==> src/rtl/muldiv_unit.sv <==
// Iterative RV32M multiply/divide unit: one radix-2 step per cycle,
// early completion for divide-by-zero and signed overflow, flushable.
//
// state | meaning
// IDLE  | ready for a request
// CALC  | XLEN shift-add (mul) or restoring shift-subtract (div) steps
// FIX   | apply result signs and select the output word
// DONE  | one-cycle response pulse
module muldiv_unit #(
  parameter int XLEN = 32,
  parameter int TAGW = 5
) (
  input  logic            clk_i,
  input  logic            rst_i,
  input  logic            req_valid_i,
  output logic            req_ready_o,
  input  logic [2:0]      req_op_i,
  input  logic [XLEN-1:0] req_a_i,
  input  logic [XLEN-1:0] req_b_i,
  input  logic [TAGW-1:0] req_tag_i,
  input  logic            flush_i,
  output logic            resp_valid_o,
  output logic [XLEN-1:0] resp_result_o,
  output logic [TAGW-1:0] resp_tag_o,
  output logic            busy_o
);

  localparam int CW = $clog2(XLEN);
  localparam logic [CW-1:0]     CNT_LAST = CW'(XLEN - 1);
  localparam logic [XLEN-1:0]   ONE      = XLEN'(1);
  localparam logic [XLEN-1:0]   ONES     = '1;
  localparam logic [XLEN-1:0]   MIN      = {1'b1, {(XLEN-1){1'b0}}};
  localparam logic [2*XLEN-1:0] ONE2     = (2*XLEN)'(1);

  localparam logic [2:0] OP_MUL    = 3'd0;
  localparam logic [2:0] OP_MULH   = 3'd1;
  localparam logic [2:0] OP_MULHSU = 3'd2;
  localparam logic [2:0] OP_DIV    = 3'd4;
  localparam logic [2:0] OP_REM    = 3'd6;

  typedef enum logic [1:0] {IDLE, CALC, FIX, DONE} state_t;

  state_t            state_q, state_d;
  logic [2:0]        op_q;
  logic [TAGW-1:0]   tag_q, resp_tag_q;
  logic [XLEN-1:0]   b_q, result_q;
  logic              neg_q, rem_neg_q;
  logic [CW-1:0]     cnt_q;
  logic [2*XLEN-1:0] acc_q;

  // Request decode: operand signedness, magnitudes and early-exit cases.
  logic            sgn_a, sgn_b, a_neg, b_neg, is_div, div_zero, div_ovf, special, accept;
  logic [XLEN-1:0] abs_a, abs_b, special_res;

  assign is_div   = req_op_i[2];
  assign sgn_a    = (req_op_i == OP_MULH) || (req_op_i == OP_MULHSU) ||
                    (req_op_i == OP_DIV)  || (req_op_i == OP_REM);
  assign sgn_b    = (req_op_i == OP_MULH) || (req_op_i == OP_DIV) || (req_op_i == OP_REM);
  assign a_neg    = sgn_a & req_a_i[XLEN-1];
  assign b_neg    = sgn_b & req_b_i[XLEN-1];
  assign abs_a    = a_neg ? (~req_a_i + ONE) : req_a_i;
  assign abs_b    = b_neg ? (~req_b_i + ONE) : req_b_i;
  assign div_zero = is_div && (req_b_i == '0);
  assign div_ovf  = ((req_op_i == OP_DIV) || (req_op_i == OP_REM)) &&
                    (req_a_i == MIN) && (req_b_i == ONES);
  assign special  = div_zero | div_ovf;
  // op[1] separates REM* from DIV* within the divide group
  assign special_res = div_zero ? (req_op_i[1] ? req_a_i : ONES)
                                : (req_op_i[1] ? '0 : MIN);
  assign accept   = (state_q == IDLE) && req_valid_i && !flush_i;

  // One iteration step. acc_q holds {hi, lo}: product for mul, {remainder, quotient} for div.
  logic [XLEN:0]     mul_sum, div_sh, div_diff;
  logic              div_ge;
  logic [2*XLEN-1:0] mul_next, div_next;

  assign mul_sum  = {1'b0, acc_q[2*XLEN-1:XLEN]} + (acc_q[0] ? {1'b0, b_q} : '0);
  assign mul_next = {mul_sum, acc_q[XLEN-1:1]};
  assign div_sh   = {acc_q[2*XLEN-1:XLEN], acc_q[XLEN-1]};
  assign div_diff = div_sh - {1'b0, b_q};
  assign div_ge   = ~div_diff[XLEN];
  assign div_next = {(div_ge ? div_diff[XLEN-1:0] : div_sh[XLEN-1:0]), acc_q[XLEN-2:0], div_ge};

  // Sign fix-up and result selection.
  logic [2*XLEN-1:0] prod_fix;
  logic [XLEN-1:0]   quot_fix, rem_fix, fix_res;

  assign prod_fix = neg_q ? (~acc_q + ONE2) : acc_q;
  assign quot_fix = neg_q ? (~acc_q[XLEN-1:0] + ONE) : acc_q[XLEN-1:0];
  assign rem_fix  = rem_neg_q ? (~acc_q[2*XLEN-1:XLEN] + ONE) : acc_q[2*XLEN-1:XLEN];

  // Pick the output word for the operation in flight.
  always_comb begin
    fix_res = prod_fix[2*XLEN-1:XLEN];
    if (op_q == OP_MUL)     fix_res = prod_fix[XLEN-1:0];
    else if (op_q[2])       fix_res = op_q[1] ? rem_fix : quot_fix;
  end

  // State register.
  always_ff @(posedge clk_i or posedge rst_i) begin
    if (rst_i) state_q <= IDLE;
    else       state_q <= state_d;
  end

  // Next-state logic; flush overrides everything.
  always_comb begin
    state_d = state_q;
    unique case (state_q)
      IDLE: if (accept) state_d = special ? DONE : CALC;
      CALC: if (cnt_q == CNT_LAST) state_d = FIX;
      FIX:  state_d = DONE;
      DONE: state_d = IDLE;
      default: state_d = IDLE;
    endcase
    if (flush_i) state_d = IDLE;
  end

  // Datapath: capture at accept, iterate in CALC, publish in FIX.
  always_ff @(posedge clk_i or posedge rst_i) begin
    if (rst_i) begin
      op_q       <= '0;
      tag_q      <= '0;
      resp_tag_q <= '0;
      b_q        <= '0;
      result_q   <= '0;
      neg_q      <= 1'b0;
      rem_neg_q  <= 1'b0;
      cnt_q      <= '0;
      acc_q      <= '0;
    end else if (accept) begin
      op_q      <= req_op_i;
      tag_q     <= req_tag_i;
      b_q       <= abs_b;
      neg_q     <= a_neg ^ b_neg;
      rem_neg_q <= a_neg;
      cnt_q     <= '0;
      acc_q     <= {{XLEN{1'b0}}, abs_a};
      if (special) begin
        result_q   <= special_res;
        resp_tag_q <= req_tag_i;
      end
    end else if (!flush_i) begin
      if (state_q == CALC) begin
        acc_q <= op_q[2] ? div_next : mul_next;
        cnt_q <= cnt_q + CW'(1);
      end else if (state_q == FIX) begin
        result_q   <= fix_res;
        resp_tag_q <= tag_q;
      end
    end
  end

  assign req_ready_o   = (state_q == IDLE);
  assign busy_o        = (state_q != IDLE);
  assign resp_valid_o  = (state_q == DONE);
  assign resp_result_o = result_q;
  assign resp_tag_o    = resp_tag_q;

endmodule

==> config.mk <==
export PLATFORM = sky130hd
export DESIGN_NAME = muldiv_unit
export DESIGN_NICKNAME = d
export VERILOG_FILES = /design/src/rtl/muldiv_unit.sv
export SDC_FILE = /design/constraint.sdc
export NUM_CORES = 1
export LEC_CHECK = 0
export ABC_AREA = 0
export BUFFER_PORTS_ARGS = -buffer_cell sky130_fd_sc_hd__clkbuf_2
export CAP_MARGIN = 40
export CORE_MARGIN = 3
export CORE_UTILIZATION = 45
export DETAILED_ROUTE_END_ITERATION = 12
export PLACE_DENSITY = 0.68
export SYNTH_ARGS = -nofsm -noshare
export SYNTH_HDL_FRONTEND = slang
export SYNTH_SLANG_ARGS = --single-unit
==> constraint.sdc <==
create_clock -name clk_i -period 11 [get_ports clk_i]
set_input_delay 2.2 -clock clk_i [delete_from_list [all_inputs] [get_ports clk_i]]
set_output_delay 2.2 -clock clk_i [all_outputs]
set_load 0.02 [all_outputs]
==> metrics.md, run 1 <==
| Metric | Value |
|---|---|
| Outcome | `completed` |
| Post-synthesis sequential area ratio | `25.05%` |
| Post-Synthesis Cells | `1968` |
| Clock Latency Late Sink | `0.46 ns` |
| Grt total ovfl | `0` |
| Fillers | `3214` |
| Relative slew slack | `33.99%` |
| Final std cells w/o fill | `2445` |
| H-tree Lvls | `4` |
| Period utilisation layout | `56.95%` |
| Clock Tree Buf Depth | `2` |
| Largest fanout on the critical path | `23` |
| DRT Wirelength | `55630 um` |
| Postcts setup bufs | `0` |
| Vias in the first global route | `14610` |
| Worst hold path type | `reg -> reg` |
| Fin. Hold Viols | `0` |
| Unrepaired setup endpoints after global routing | `false` |
| Pin count of the biggest net entering global routing | `84` |
| Hold path depth | `2` |
| Post-Syn Area | `0.01499 mm2` |
| Slew Viols, Final | `0` |
| Crit end category | `flop` |
| I/O pin count | `116` |
| Primary FF master, synth | `dfrtp_1` |
| Power share of the combinational group | `66.5%` |
| Synthesis-to-layout area growth | `10.06%` |
| Clock Skews | `0.01277 ns` |
| DRT antenna net count | `0` |
| Initial antenna violation count | `0` |
| GP Congestion | `1.015` |
| Setup TNS | `0 ns` |
| Die W | `188.5 um` |
| Sw frac | `53.92%` |
| Post-synth EDFFs | `0` |
| Largest area contributor in the netlist | `dfrtp_1` |
| Yosys top cell area share | `25.05%` |
| Post-synthesis cell type count | `77` |
| First-pass DRT Iterations | `5` |
| Tot Pwr | `5.511 mW` |
| CTS Root Cell | `clkbuf_16` |
| Warnings from Yosys | `0` |
| Final setup fails | `0` |
| Number of diodes | `0` |
| Syn avg cell area | `7.615 um2` |
| CTS buffer count | `17` |
| GRT Overall Usage | `30.67%` |
| Starting Density | `45.83%` |
| PD cells | `334.1 mW/mm2` |
| Dpl cells | `2413` |
| Worst VDD drop | `0.1713 mV` |
| Cells on worst reg2reg path | `13` |
| Seq cells post-synth | `150` |
| Syn nets | `2121` |
| Net Sw Power | `2.972 mW` |
| Clock slew at reported path FFs | `0.07 ns` |
| Max Cap Violations | `0` |
| Worst-Margin Slew | `0.9902 ns` |
| Die area | `0.03553 mm2` |
| First-pass GRT wire length | `85550 um` |
| Core region area | `0.03270 mm2` |
| Via count | `15460` |
| Clk network pwr share | `11.3%` |
| Area occupied by multi-input gates | `0.01045 mm2` |
| # rows | `66` |
| Drt first-iter violations | `1470` |
| # nets final | `2143` |
| CTS tree | `yes` |
| Sequential Power Share | `22.2%` |
| Top cells by area, synth | `dfrtp_1 25%, o21ai_0 7.8%, ha_1 6.3%, nand2_1 5.8%, xor2_1 5.7%` |
| Leakage power | `6.885 nW` |
| Max Fclk | `159.6 MHz` |
| Type of element launching the critical path | `input pin` |
| Worst EP arrival | `6.62 ns` |
| CTS sink cnt | `150` |
| # resized after CTS | `0` |
| Fin crit period | `6.265 ns` |
| Final HPWL DP | `42040 um` |
| Vias/cell | `6.324` |
| IO Port Bufs | `115` |
| Seq. cell area | `0.003756 mm2` |
| Share of layout cells above drive strength 1 | `11.28%` |
| Cts hold-fix bufs | `0` |
| Kind of critical path | `in -> reg` |
| Ys async rst share | `100.0%` |
| Average wire per standard cell | `22.75 um` |
| Die height | `188.5 um` |
| Worst EP required | `11.36 ns` |
| Internal cell power | `2.540 mW` |
| DRC Markers | `0` |
## power by group through the flow
stage / clock (mW) / combinational [mW] / sequential [mW]
after floorplan: 0 / 2.65 / 1.05
after global placement: 0 / 3.52 / 1.21
after global routing: 0.649 / 4.00 / 1.26
after CTS: 0.628 / 3.61 / 1.21
after detailed placement: 0 / 3.60 / 1.22
final: 0.622 / 3.67 / 1.22
## cell usage after synthesis (25+ instances only)
cell type and count:
nand3_1 33, and3_1 25, a21oi_1 115, xnor2_1 88, dfrtp_1 150, inv_1 67
mux2i_1 40, clkbuf_1 119, a31oi_1 34, xor2_1 97, nor3_1 33, nand2_1 230
ha_1 75, a21o_1 30, or3_1 27, o21ai_0 234, o31ai_1 33, o211ai_1 60
a211oi_1 29, nor2_1 136
## registers in the layout (all words and copies together), names as in the netlist
name,cells
acc_q,64
b_q,32
cnt_q,5
neg_q,1
op_q,3
rem_neg_q,1
resp_result_o,32
resp_tag_o,5
state_q,2
tag_q,5
## critical path, stage by stage
cell and delay (ns):
clkbuf_2 0.09, inv_1 0.09, ha_1 0.17, or3b_2 0.45, or3_1 0.43, or3b_2 0.49
nor4_1 0.47, nor2b_1 0.76, and2_1 0.89, o21ai_0 0.30, o211ai_1 0.27
## cell families (layout without fill, tap and decap cells)
group                    Yosys count  after routing  share of synthesized area, %
AO/OA/AOI/OAI                    671            671                         28.74
XOR/XNOR                         185            185                         10.81
adder cells (fa/ha/maj)           77             77                         6.529
buffers and inverters            212            247                         5.468
flip-flops                       150            150                         25.05
multiplexers                      47             47                         3.198
AND/OR/NAND/NOR                  626            626                         20.20
## path summary, 6_finish.rpt
check                                            from                       endpoint  slack, ns
worst min-delay path             tag_q[4]$_DFFE_PP0P_           tag_q[4]$_DFFE_PP0P_       0.47
min in group asynchronous                       rst_i           cnt_q[3]$_DFFE_PP0P_       1.86
max in group asynchronous                       rst_i          acc_q[56]$_DFFE_PP0P_       7.92
worst min register to register   tag_q[4]$_DFFE_PP0P_           tag_q[4]$_DFFE_PP0P_       0.47
worst max-delay path                       req_b_i[0]  resp_result_o[27]$_DFFE_PP0P_       4.74
worst max register to register  acc_q[31]$_DFFE_PP0P_          acc_q[59]$_DFFE_PP0P_       6.42
## metrics by stage
step	util [%]	hold WS, ns	setup WS (ns)	area (um2)
3_5_place_dp	48.62	0.4574	4.503	15900
6_report	50.44	0.4748	4.735	16490
4_1_cts	50.44	0.4759	4.902	16490
2_1_floorplan	-	0.4358	4.764	14990
3_3_place_gp	48.23	0.4496	4.630	15770
5_1_grt	50.44	0.4998	4.677	16490
## final cells by class
class / count / area share [%]
tap: 442 / 3.353
timing repair buffer: 147 / 5.355
multi-input combinational: 1606 / 63.33
sequential: 150 / 22.77
clock buffer: 18 / 2.602
inverter: 68 / 1.578
clock inverter: 14 / 1.009
## cells in the final DEF, fill, tap and decap left out, types with 8 or more instances in the layout
cell,count
nand4_1,16
o31ai_1,33
a211oi_1,28
inv_1,66
a21oi_1,115
ha_1,75
nor3_1,33
or4_1,21
mux2i_1,40
clkbuf_16,17
xnor2_1,88
nand2_1,230
a221oi_1,12
and2_1,14
dfrtp_1,148
nor4_1,21
or3_1,27
buf_4,25
a21o_1,30
nand2b_1,16
o41ai_1,19
nand3_1,33
o21a_1,12
nor2_1,134
o221ai_1,8
a31oi_1,34
nor2b_1,18
o211ai_1,60
and3_1,25
xor2_1,97
a22oi_1,8
clkbuf_2,115
or2_2,10
o21ai_0,234
## per-layer routing
metal / vias to the layer above / share of wire [%] / global-route usage (%)
met1: 7396 / 42 / 40.21
met5: - / 0 / 0
li1: 7237 / - / -
met2: 709 / 46 / 49.86
met4: 0 / 4.6 / 13.66
met3: 121 / 7.5 / 5.079
No activity file was read; power rests on OpenSTA's default activity.
==> run 2: changes to the inputs <==
--- a/config.mk
+++ b/config.mk
@@ -5,13 +5,13 @@
 export SDC_FILE = /design/constraint.sdc
 export NUM_CORES = 1
 export LEC_CHECK = 0
-export ABC_AREA = 0
+export ABC_AREA = 1
 export BUFFER_PORTS_ARGS = -buffer_cell sky130_fd_sc_hd__clkbuf_2
 export CAP_MARGIN = 40
 export CORE_MARGIN = 3
 export CORE_UTILIZATION = 45
 export DETAILED_ROUTE_END_ITERATION = 12
-export PLACE_DENSITY = 0.68
+export PLACE_DENSITY = 0.67
 export SYNTH_ARGS = -nofsm -noshare
 export SYNTH_HDL_FRONTEND = slang
 export SYNTH_SLANG_ARGS = --single-unit
==> constraint.sdc (replaced) <==
create_clock -name clk_i -period 5.92 [get_ports clk_i]
set_input_delay 1.184 -clock clk_i [delete_from_list [all_inputs] [get_ports clk_i]]
set_output_delay 1.184 -clock clk_i [all_outputs]
set_load 0.02 [all_outputs]
==> run 2 against run 1 <==
Largest power group unchanged. Setup slack got worse by 2.9 ns. Sequential share of layout area decreased by 3.2 points. Critical path depth down 1. Sequential power increased by 95%. Clock skew up 0.0030 ns. Critical endpoint is now resp_result_o[14]$_DFFE_PP0P_. Die area grew 17%.
==> metrics.md, run 2 <==
| Metric | Value |
|---|---|
| Worst path bufs/invs | `5 (was 2)` |
| Syn nets | `3306 (was 2121)` |
| Ys async rst share | `100.0% (unchanged)` |
| Worst hold path type | `reg -> reg (unchanged)` |
| Max Fclk | `244.0 MHz` |
| Top cells by area, synth | `dfrtp_1 21%, nand2_1 21%, nand3_1 12%, nor2_1 8.5%, inv_1 8.2% (was dfrtp_1 25%, o21ai_0 7.8%, ha_1 6.3%, nand2_1 5.8%, xor2_1 5.7%)` |
| Vias in the first global route | `19340 (was 14610)` |
| Post-Synthesis Cells | `3153 (was 1968)` |
| Grt total ovfl | `0 (unchanged)` |
| Clock slew at reported path FFs | `0.06 ns (was 0.07 ns)` |
| Largest register by flop count | `acc_q (unchanged)` |
| Largest fanout on the critical path | `37 (was 23)` |
| DRT Wirelength | `76570 um (was 55630 um)` |
| Hold path depth | `2 (unchanged)` |
| Worst EP required | `6.24 ns (was 11.36 ns)` |
| DRT antenna net count | `0 (unchanged)` |
| # resized after CTS | `0 (unchanged)` |
| Slew Viols, Final | `0 (unchanged)` |
| CTS tree | `yes (unchanged)` |
| Leakage power | `10.01 nW (was 6.885 nW)` |
| Clock Tree Buf Depth | `2 (unchanged)` |
| Cts hold-fix bufs | `0 (unchanged)` |
| Worst path most repeated cell | `inv_2 (was or3b_2)` |
| Die W | `204.0 um (was 188.5 um)` |
| Starting Density | `46.19% (was 45.83%)` |
| Setup TNS | `0 ns (unchanged)` |
| Share of layout cells above drive strength 1 | `6.918% (was 11.28%)` |
| Worst VDD drop | `0.4216 mV (was 0.1713 mV)` |
| Crit-path leading delay family | `buffers and inverters (was simple AND/OR/NAND/NOR gates)` |
| Seq cells post-synth | `150 (unchanged)` |
| Via count | `21640 (was 15460)` |
| # nets final | `3350 (was 2143)` |
| Yosys top cell area share | `21.27% (was 25.05%)` |
| Fin. Hold Viols | `0 (unchanged)` |
| Cells on worst reg2reg path | `10 (was 13)` |
| Commonest cells post-synth | `974 x nand2_1, 410 x nand3_1, 401 x nor2_1 (was 234 x o21ai_0, 230 x nand2_1, 150 x dfrtp_1)` |
| Crit-path cells | `clkbuf_2 -> inv_1 -> nand3_4 -> inv_2 -> buf_4 -> nand3_1 -> nand2_1 -> inv_2 -> nor2_1 -> a21oi_1 (was clkbuf_2 -> inv_1 -> ha_1 -> or3b_2 -> or3_1 -> or3b_2 -> nor4_1 -> nor2b_1 -> and2_1 -> o21ai_0 -> o211ai_1)` |
| Worst-path cell with the longest stage delay | `nand2_1 (was and2_1)` |
| Clock Latency Late Sink | `0.44 ns (was 0.46 ns)` |
| Drt first-iter violations | `2734 (was 1470)` |
| PD cells | `627.9 mW/mm2 (was 334.1 mW/mm2)` |
| H-tree Lvls | `4 (unchanged)` |
| CP max stage delay | `0.67 ns (was 0.89 ns)` |
| Post-synthesis cell type count | `50 (was 77)` |
| Largest area contributor in the netlist | `dfrtp_1 (unchanged)` |
| Max reg flops | `64 (unchanged)` |
| Warnings from Yosys | `0 (unchanged)` |
| Unrepaired setup endpoints after global routing | `false (unchanged)` |
| Crit end category | `flop (unchanged)` |
| Most common cell in the netlist | `nand2_1 (was o21ai_0)` |
| Final setup fails | `0 (unchanged)` |
| Kind of critical path | `in -> reg (unchanged)` |
| Post-Syn Area | `0.01765 mm2 (was 0.01499 mm2)` |
| IO Port Bufs | `115 (unchanged)` |
| CTS buffer count | `17 (unchanged)` |
| Core region area | `0.03820 mm2 (was 0.03270 mm2)` |
| Worst EP arrival | `4.42 ns (was 6.62 ns)` |
| Postcts setup bufs | `0 (unchanged)` |
| DRC Markers | `0 (unchanged)` |
| Most frequent cells in the layout | `974 x nand2_1, 409 x nand3_1, 400 x nor2_1 (was 234 x o21ai_0, 230 x nand2_1, 148 x dfrtp_1)` |
| Pin count of the biggest net entering global routing | `93 (was 84)` |
| Primary FF master, synth | `dfrtp_1 (unchanged)` |
| Average wire per standard cell | `20.58 um (was 22.75 um)` |
| Post-synth EDFFs | `0 (unchanged)` |
| Most common cell after layout, fill and taps aside | `nand2_1 (was o21ai_0)` |
| Period utilisation layout | `69.22%` |
| Post-synthesis sequential area ratio | `21.27% (was 25.05%)` |
| CTS sink cnt | `150 (unchanged)` |
| # rows | `71 (was 66)` |
| GP Congestion | `1.048 (was 1.015)` |
| First-pass GRT wire length | `115800 um (was 85550 um)` |
| Die height | `204.0 um (was 188.5 um)` |
| Fin crit period | `4.098 ns` |
| GRT Overall Usage | `36.04% (was 30.67%)` |
| Relative slew slack | `37.68% (was 33.99%)` |
| Worst hold slack | `0.4806 ns (was 0.4748 ns)` |
| Outcome | `completed (unchanged)` |
| Worst-Margin Slew | `0.9348 ns (was 0.9902 ns)` |
| I/O pin count | `116 (unchanged)` |
| Synthesis-to-layout area growth | `8.743% (was 10.06%)` |
| Syn avg cell area | `5.596 um2 (was 7.615 um2)` |
| CTS Root Cell | `clkbuf_16 (unchanged)` |
| Type of element launching the critical path | `input pin (unchanged)` |
| Die area | `0.04162 mm2 (was 0.03553 mm2)` |
| Vias/cell | `5.816 (was 6.324)` |
| Fillers | `4232 (was 3214)` |
| Number of diodes | `0 (unchanged)` |
| First-pass DRT Iterations | `10 (was 5)` |
| Clock Skews | `0.01580 ns (was 0.01277 ns)` |
| Final HPWL DP | `60420 um (was 42040 um)` |
| Critical path depth | `10 (was 11)` |
| Max Cap Violations | `0 (unchanged)` |
| Initial antenna violation count | `0 (unchanged)` |
-- run 2: changes by cell type after synthesis, sizes merged, moves of 57 or more --
cell | before | now
inv | 67 | 391
nand2 | 230 | 981
nand3 | 33 | 411
xor2 | 97 | 40
nor2 | 136 | 415
xnor2 | 88 | 15
-- run 2: area by class of cell --
cell class	instances	area, um2	area share, %
multi-input cells	2495	11950	62.27
flip-flops and latches	150	3759	19.59
inverters	394	1484	7.733
repair buffers	139	795.8	4.147
well taps	511	639.4	3.332
clock buffers	19	442.9	2.308
clock inverters	12	118.9	0.6195
-- run 2: worst paths after layout --
| path | from | endpoint | slack [ns] |
|---|---|---|---|
| max | flush_i | resp_result_o[14]$_DFFE_PP0P_ | 1.82 |
| max in group asynchronous | rst_i | b_q[14]$_DFFE_PP0P_ | 4.11 |
| min in group asynchronous | rst_i | acc_q[48]$_DFFE_PP0P_ | 0.84 |
| min reg2reg | tag_q[3]$_DFFE_PP0P_ | tag_q[3]$_DFFE_PP0P_ | 0.48 |
| max reg2reg | state_q[0]$_DFFE_PP0P_ | resp_result_o[14]$_DFFE_PP0P_ | 1.96 |
| min | tag_q[3]$_DFFE_PP0P_ | tag_q[3]$_DFFE_PP0P_ | 0.48 |
-- run 2: where the power goes --
group	internal (mW)	switching, mW	leakage, nW	total (mW)
sequential	1.49	0.883	1.84	2.38
clock	0.595	0.494	0.267	1.09
combinational	2.52	6.06	7.91	8.58
total	4.61	7.43	10.0	12.0
-- run 2: kinds of logic after synthesis --
logic type / Yosys count / synth area share [%]
xor+xnor: 55 / 2.730
fa+ha+maj: 77 / 5.545
flops: 150 / 21.27
mux: 2 / 0.1135
buf+inv: 508 / 11.15
compound gates: 442 / 13.54
simple gates: 1919 / 45.65
-- run 2: routing by layer --
| metal | share of wire (%) | global-route usage, % | up-vias |
|---|---|---|---|
| met1 | 44 | 53.04 | 10030 |
| met4 | 3.2 | 10.86 | 0 |
| met2 | 40 | 50.44 | 1211 |
| met3 | 13 | 10.80 | 144 |
| li1 | - | - | 10250 |
| met5 | 0 | 0 | - |
-- run 2: worst min-delay path, stage by stage, from the launching register on --
cell	delay, ns
dfrtp_1	0.33
nand2_1	0.05
nand2_1	0.07
-- run 2: through the flow --
stage	utilization (%)	setup slack (ns)	std cells	total power, mW	cell area [um2]
finish	50.23	1.822	3720	12.05	19190
floorplan	-	0.6996	3153	7.772	17650
CTS	50.23	1.909	3720	11.70	19190
global placement	48.60	1.551	3686	10.48	18560
global route	50.23	1.629	3720	12.98	19190
detailed placement	48.76	1.456	3689	10.57	18630
